`src/rtl/seq_dibit_serializer.sv`:
```
// seq_dibit_serializer
//   Feeds the 2-bit-symbol sequence detectors. It accepts parallel words over
//   a valid/ready handshake and emits one dibit {A,B} per clock. A one-word
//   holding register sits behind the shift register, so back-to-back words
//   stream out with no idle symbols between them.
//
// Ports
//   clk        rising-edge clock
//   clr        asynchronous reset, active low
//   flush      synchronous clear of the shifter and the holding register
//   in_data    parallel input word (DATA_W bits)
//   in_valid   in_data is valid
//   in_ready   a word can be accepted this cycle (driven only by registers)
//   A, B       current symbol; A is the more significant bit
//   sym_valid  {A,B} carries a real symbol
//   sym_last   the current symbol is the last dibit of its word
//   busy       sym_valid | holding register occupied
module seq_dibit_serializer #(
  parameter int unsigned DATA_W    = 8,
  parameter bit          MSB_FIRST = 1'b1,
  parameter logic [1:0]  IDLE_SYM  = 2'b00
) (
  input  logic              clk,
  input  logic              clr,
  input  logic              flush,
  input  logic [DATA_W-1:0] in_data,
  input  logic              in_valid,
  output logic              in_ready,
  output logic              A,
  output logic              B,
  output logic              sym_valid,
  output logic              sym_last,
  output logic              busy
);

  localparam int unsigned N     = DATA_W / 2;
  localparam int unsigned CW    = $clog2(N + 1);
  localparam logic [CW-1:0] N_CNT = CW'(N);
  localparam logic [CW-1:0] ONE   = CW'(1);

  logic [DATA_W-1:0] shreg;
  logic [DATA_W-1:0] shifted;
  logic [DATA_W-1:0] hold;
  logic              hold_v;
  logic [CW-1:0]     cnt;
  logic [1:0]        head;
  logic              accept;

  // The outgoing dibit always sits at the head end of the shifter; the
  // shift direction follows the dibit order.
  always_comb begin
    head    = '0;
    shifted = '0;
    if (MSB_FIRST) begin
      head    = shreg[DATA_W-1 -: 2];
      shifted = {shreg[DATA_W-3:0], 2'b00};
    end else begin
      head    = shreg[1:0];
      shifted = {2'b00, shreg[DATA_W-1:2]};
    end
  end

  assign in_ready  = ~hold_v;
  assign accept    = in_valid & ~hold_v;
  assign sym_valid = (cnt != '0);
  assign sym_last  = (cnt == ONE);
  assign busy      = sym_valid | hold_v;
  assign {A, B}    = sym_valid ? head : IDLE_SYM;

  always_ff @(posedge clk or negedge clr) begin
    if (!clr) begin
      shreg  <= '0;
      hold   <= '0;
      hold_v <= 1'b0;
      cnt    <= '0;
    end else if (flush) begin
      // A word accepted on this edge is deliberately discarded.
      shreg  <= '0;
      hold_v <= 1'b0;
      cnt    <= '0;
    end else if (cnt == '0) begin
      if (accept) begin
        shreg <= in_data;
        cnt   <= N_CNT;
      end
    end else if (cnt != ONE) begin
      shreg <= shifted;
      cnt   <= cnt - ONE;
      if (accept) begin
        hold   <= in_data;
        hold_v <= 1'b1;
      end
    end else begin
      // Last dibit on display: refill from hold first (in_ready is low
      // whenever hold is occupied), else straight from the input.
      if (hold_v) begin
        shreg  <= hold;
        hold_v <= 1'b0;
        cnt    <= N_CNT;
      end else if (accept) begin
        shreg <= in_data;
        cnt   <= N_CNT;
      end else begin
        shreg <= '0;
        cnt   <= '0;
      end
    end
  end

endmodule

```
`config.mk`:
```
export PLATFORM = sky130hd
export DESIGN_NAME = seq_dibit_serializer
export DESIGN_NICKNAME = d
export VERILOG_FILES = /design/src/rtl/seq_dibit_serializer.sv
export SDC_FILE = /design/constraint.sdc
export NUM_CORES = 1
export LEC_CHECK = 0
export ABC_CLOCK_PERIOD_IN_PS = 1850
export BUFFER_PORTS_ARGS = -buffer_cell sky130_fd_sc_hd__buf_2
export CAP_MARGIN = 20
export CORE_UTILIZATION = 54
export CTS_CLUSTER_DIAMETER = 150
export DETAILED_ROUTE_END_ITERATION = 12
export GPL_TIMING_DRIVEN = 0
export PLACE_DENSITY_LB_ADDON = 0.3
export SETUP_SLACK_MARGIN = 0.02
export SLEW_MARGIN = 10
export SYNTH_ARGS = -nofsm -noshare
export SYNTH_HDL_FRONTEND = slang
export SYNTH_SLANG_ARGS = --single-unit
```
`constraint.sdc`:
```
create_clock -name clk -period 1.85 [get_ports clk]
set_input_delay 0.0925 -clock clk [delete_from_list [all_inputs] [get_ports clk]]
set_output_delay 0.0925 -clock clk [all_outputs]
set_load 0.05 [all_outputs]
```
## Yosys cells after proc, flatten, opt, wreduce, memory -nomap -nowiden

Cells that the tools add are included.

- Equality and inequality tests: 5
- Add/sub/neg operators: 1
- Muxes and demuxes: 17
- Bitwise gates (word level): 5
- Reductions and logical operators: 4

Operators with widths:

| operator | count |
|---|---|
| 2-to-1 mux 8 bit | 6 |
| 2-to-1 mux 3 bit | 6 |
| inequality test 3 bit, second input constant | 2 |
| 2-to-1 mux 1 bit | 4 |
| AND reduction 4 bit | 1 |
| equality test 3 x 1 -> 1 bit, second input constant | 1 |
| zero test 3 bit | 1 |
| inequality test 3 x 1 -> 1 bit, second input constant | 1 |
| NOT 1 bit | 3 |
| nonzero test 3 bit | 1 |
| subtractor 3 x 1 -> 3 bit, second input constant | 1 |
| 2-to-1 mux 2 bit | 1 |
| inequality test 2 bit, second input constant | 1 |
| AND reduction 2 bit | 1 |
| AND 1 bit | 1 |
| OR 1 bit | 1 |

- Flip-flop bits (word level): 20
- Logic and storage cells: 36
- Output and inout bits: 6

## Logic depth before layout (Yosys ltp)

- Word-level depth: 7
- Gate-level depth with buffers: 7
- Gate-level depth less buffers: 6

## Worst setup path after synthesis

OpenSTA, ideal clock, no wires.

- Path type: register -> output
- Start: reg cnt[0]
- End: out A
- Arrival time: 1,482 ps
- Cell stages (with the launch flop): 6
- Slack: 275 ps
- Path buffers: 1
- Cells stage by stage: dfrtp_1 inv_1 ha_1 nand2b_1 buf_2 and2_1

- Word-level cells in the longest chain between the ends: 2

RTL lines:

| element | line | RTL |
|---|---|---|
| start, declared | 45 | `logic [CW-1:0] cnt;` |
| start signal, assigned | 88 | `cnt <= cnt - ONE;` |
| nonzero test 3 bit | 65 | `assign sym_valid = (cnt != '0);` |
| named net sym_valid | 31 | `output logic sym_valid,` |
| 2-to-1 mux 2 bit | 68 | `assign {A, B} = sym_valid ? head : IDLE_SYM;` |
| end, declared | 29 | `output logic A,` |

The timed path passes the listed nets, and every way through them passes these cells.

## Worst setup path after layout

- Start: reg cnt[0]
- End: out A

- Word-level cells in the longest chain between the ends: 2

RTL lines:

| element | line |
|---|---|
| nonzero test 3 bit | 65 |
| 2-to-1 mux 2 bit | 68 |

No other way between the ends.

==> flow_metrics.tcl <==
set metrics [dict create \
    synth_warnings 0 \
    cts_buffers 3 \
    vias 907 \
    finalCritPeriodShare_pct 93.26 \
    worst-r2r-cell-count 5 \
    syn_area_um2 1131 \
    status "completed" \
    drc 0 \
    clkTransAtPathRegs_ps 120 \
    grt_setup_unrepaired "true" \
    rows 16 \
    track_usage_pct 23.62 \
    antenna_found_initial 0 \
    htreeDepth 1 \
    swShare_pct 42.50 \
    async_reset_ff_share_pct 100.0 \
    yosys.area.top_type "dfrtp_1" \
    hp-class "primary input to register" \
    diodes 0 \
    critPathLaunchType "register" \
    grt_max_degree 21 \
    ys_types 28 \
    fin_crit_ps 1725 \
    drtIter0Drc 17 \
    p_leak_nw 0.5883 \
    pwr-share-clk_pct 16.7 \
    wl_per_cell_um 15.48 \
    worstHoldPathCells 2 \
    synth_common_cells "dfrtp_1, nand3_1, o211ai_1" \
    yosysMostFrequentCell "dfrtp_1" \
    gr-total-overflow 0 \
    ant_nets 0 \
    endpoint_kind "primary output" \
    clock-sinks 20 \
    core_area_um2 1962 \
    synth-edff-count 0 \
    max_slew.worst_pin.slew_ps 474.2 \
    timing.fmax_mhz 579.6 \
    start_util_pct 57.65 \
    routabilityCongestion 0.7493 \
    finalWirelength_mm 2.399 \
    final_hold_viol_count 0 \
    maxSlewHeadroom_pct 68.25 \
    die_x_um 47.77 \
    syn_nets 120 \
    die_area_um2 2282 \
    cts.path.max_buffers 2 \
    skew_ps 7.351 \
    seq_power_share_pct 33.3 \
    drv_slew 0 \
    comb_power_share_pct 50.1 \
    syn_inst 105 \
    nets 144 \
    worst_ep_arrival_time_ps 1630 \
    cp_data_required_time_ps 1760 \
    ir_worst_vdd_mv 0.8120 \
    cts_root_buf "clkbuf_4" \
    io_buffers 17 \
    p_sw_mw 0.9287 \
    dpl.hpwl_mm 1.708 \
    grt_pass1_wl_mm 3.615 \
    cap_viol_max_count 0 \
    setup_viol 0 \
    clk_latency_ps 320 \
    post-synth-top-area-fraction_pct 44.25 \
    vias_per_cell 5.852 \
    io_pins 18 \
    cp_max_fo 9 \
    tritoncts "yes" \
    synth_seq_area_share_pct 44.25 \
    ys_ff_latch 20 \
    synthTopCellsByArea "dfrtp_1, mux2_2, o211ai_1" \
    ys.flop_type "dfrtp_1" \
    power-per-cell-area_nw_per_um2 1640 \
    area_growth_pct 17.81 \
    tns_ps 0 \
    drive_gt1_share_pct 34.38 \
    intPower_mw 1.256 \
    crit_type "register to primary output" \
    drt_pass1_iterations 4 \
    die_height_um 47.77 \
    grt_pass1_vias 793 \
    final_core_util_pct 67.92 \
    avgSynthCellArea_um2 10.77 \
]
## sequential cells by signal (all words and copies together), names as in the netlist
register / flops
hold: 8
shreg: 8
cnt: 3
hold_v: 1
## path summary, 6_finish.rpt
| check | from | end | slack, ps |
|---|---|---|---|
| min reg2reg | hold[1]$_DFFE_PN0P_ | hold[1]$_DFFE_PN0P_ | 520 |
| max reg2reg | cnt[0]$_DFFE_PN0P_ | hold[3]$_DFFE_PN0P_ | 150 |
| min in group asynchronous | clr | cnt[1]$_DFFE_PN0P_ | 240 |
| max | cnt[0]$_DFFE_PN0P_ | A | 120 |
| max in group asynchronous | clr | shreg[3]$_DFFE_PN0P_ | 1290 |
| min | in_data[1] | hold[1]$_DFFE_PN0P_ | 20 |
## layout by cell type, fill, tap and decap left out, drive strengths merged
master,count
or3,1
o21ai,3
o32ai,3
nor3b,1
clkbuf,5
buf,23
a32o,1
dlygate4sd3,1
ha,3
bufinv,1
and2,3
mux2i,2
o211ai,10
nor2,5
a221oi,6
nor2b,2
nand3b,2
inv,4
clkinv,1
nor4b,1
nand2b,4
nand2,3
dfrtp,20
nand4b,2
mux2,8
nand3,13
## worst max-delay path: stages, from the launching register on
cell,delay [ps]
dfrtp_1,430
inv_1,90
ha_2,210
nand2b_1,50
buf_2,170
and2_1,160
clkbuf_4,200
## kinds of logic (layout without fill, tap and decap cells)
logic type	count (synthesis)	count (layout)	synth area share, %
buffers and inverters	12	35	5.641
adder cells (fa/ha/maj)	3	3	3.319
flip-flops	20	20	44.25
multiplexers	10	10	9.735
AND/OR/NAND/NOR	37	37	20.02
AO/OA/AOI/OAI	23	23	17.03
## power by group through the flow
stage	clock, mW	sequential, mW	combinational [mW]
2_1_floorplan	0	0.706	0.843
3_3_place_gp	0	0.724	1.04
4_1_cts	0.371	0.727	1.07
3_5_place_dp	0	0.737	1.07
6_report	0.364	0.727	1.09
5_1_grt	0.389	0.750	1.20
## routing by layer
metal / vias to the layer above / global-route usage, % / share of wire [%]
met5: - / 0 / 0
met4: 0 / 7.222 / 1.2
met3: 4 / 8.302 / 3.9
met2: 19 / 35.95 / 47
met1: 442 / 31.81 / 48
li1: 442 / - / -
## stage by stage
| step | std cells | hold WS (ps) | instance area [um2] | power [mW] | setup slack, ps |
|---|---|---|---|---|---|
| floorplan | 105 | -203.1 | 1131 | 1.549 | 275.0 |
| global placement | 149 | 66.85 | 1250 | 1.765 | 195.2 |
| detailed placement | 149 | 69.78 | 1250 | 1.804 | 169.3 |
| CTS | 154 | 11.51 | 1313 | 2.170 | 48.95 |
| global route | 155 | 17.08 | 1333 | 2.335 | 13.89 |
| finish | 155 | 15.38 | 1333 | 2.185 | 124.8 |
## final cells by class
type	count	area, um2
Buffer	7	43.79
Clock buffer	3	22.52
Clock inverter	1	30.03
Fill cell	176	629.4
Inverter	5	20.02
Multi-Input combinational cell	73	571.8
Sequential cell	20	500.5
Tap cell	27	33.78
Timing Repair Buffer	19	110.1
## timing repair
item / 4_1_cts / 5_1_grt
gates resized for setup: 0 / 7
endpoints found under the hold margin: 20 / 0
hold buffers: 1 / 0
endpoints found under the setup margin: 0 / 4
setup buffers: 0 / 1
Power figures use the tool's default switching activity.
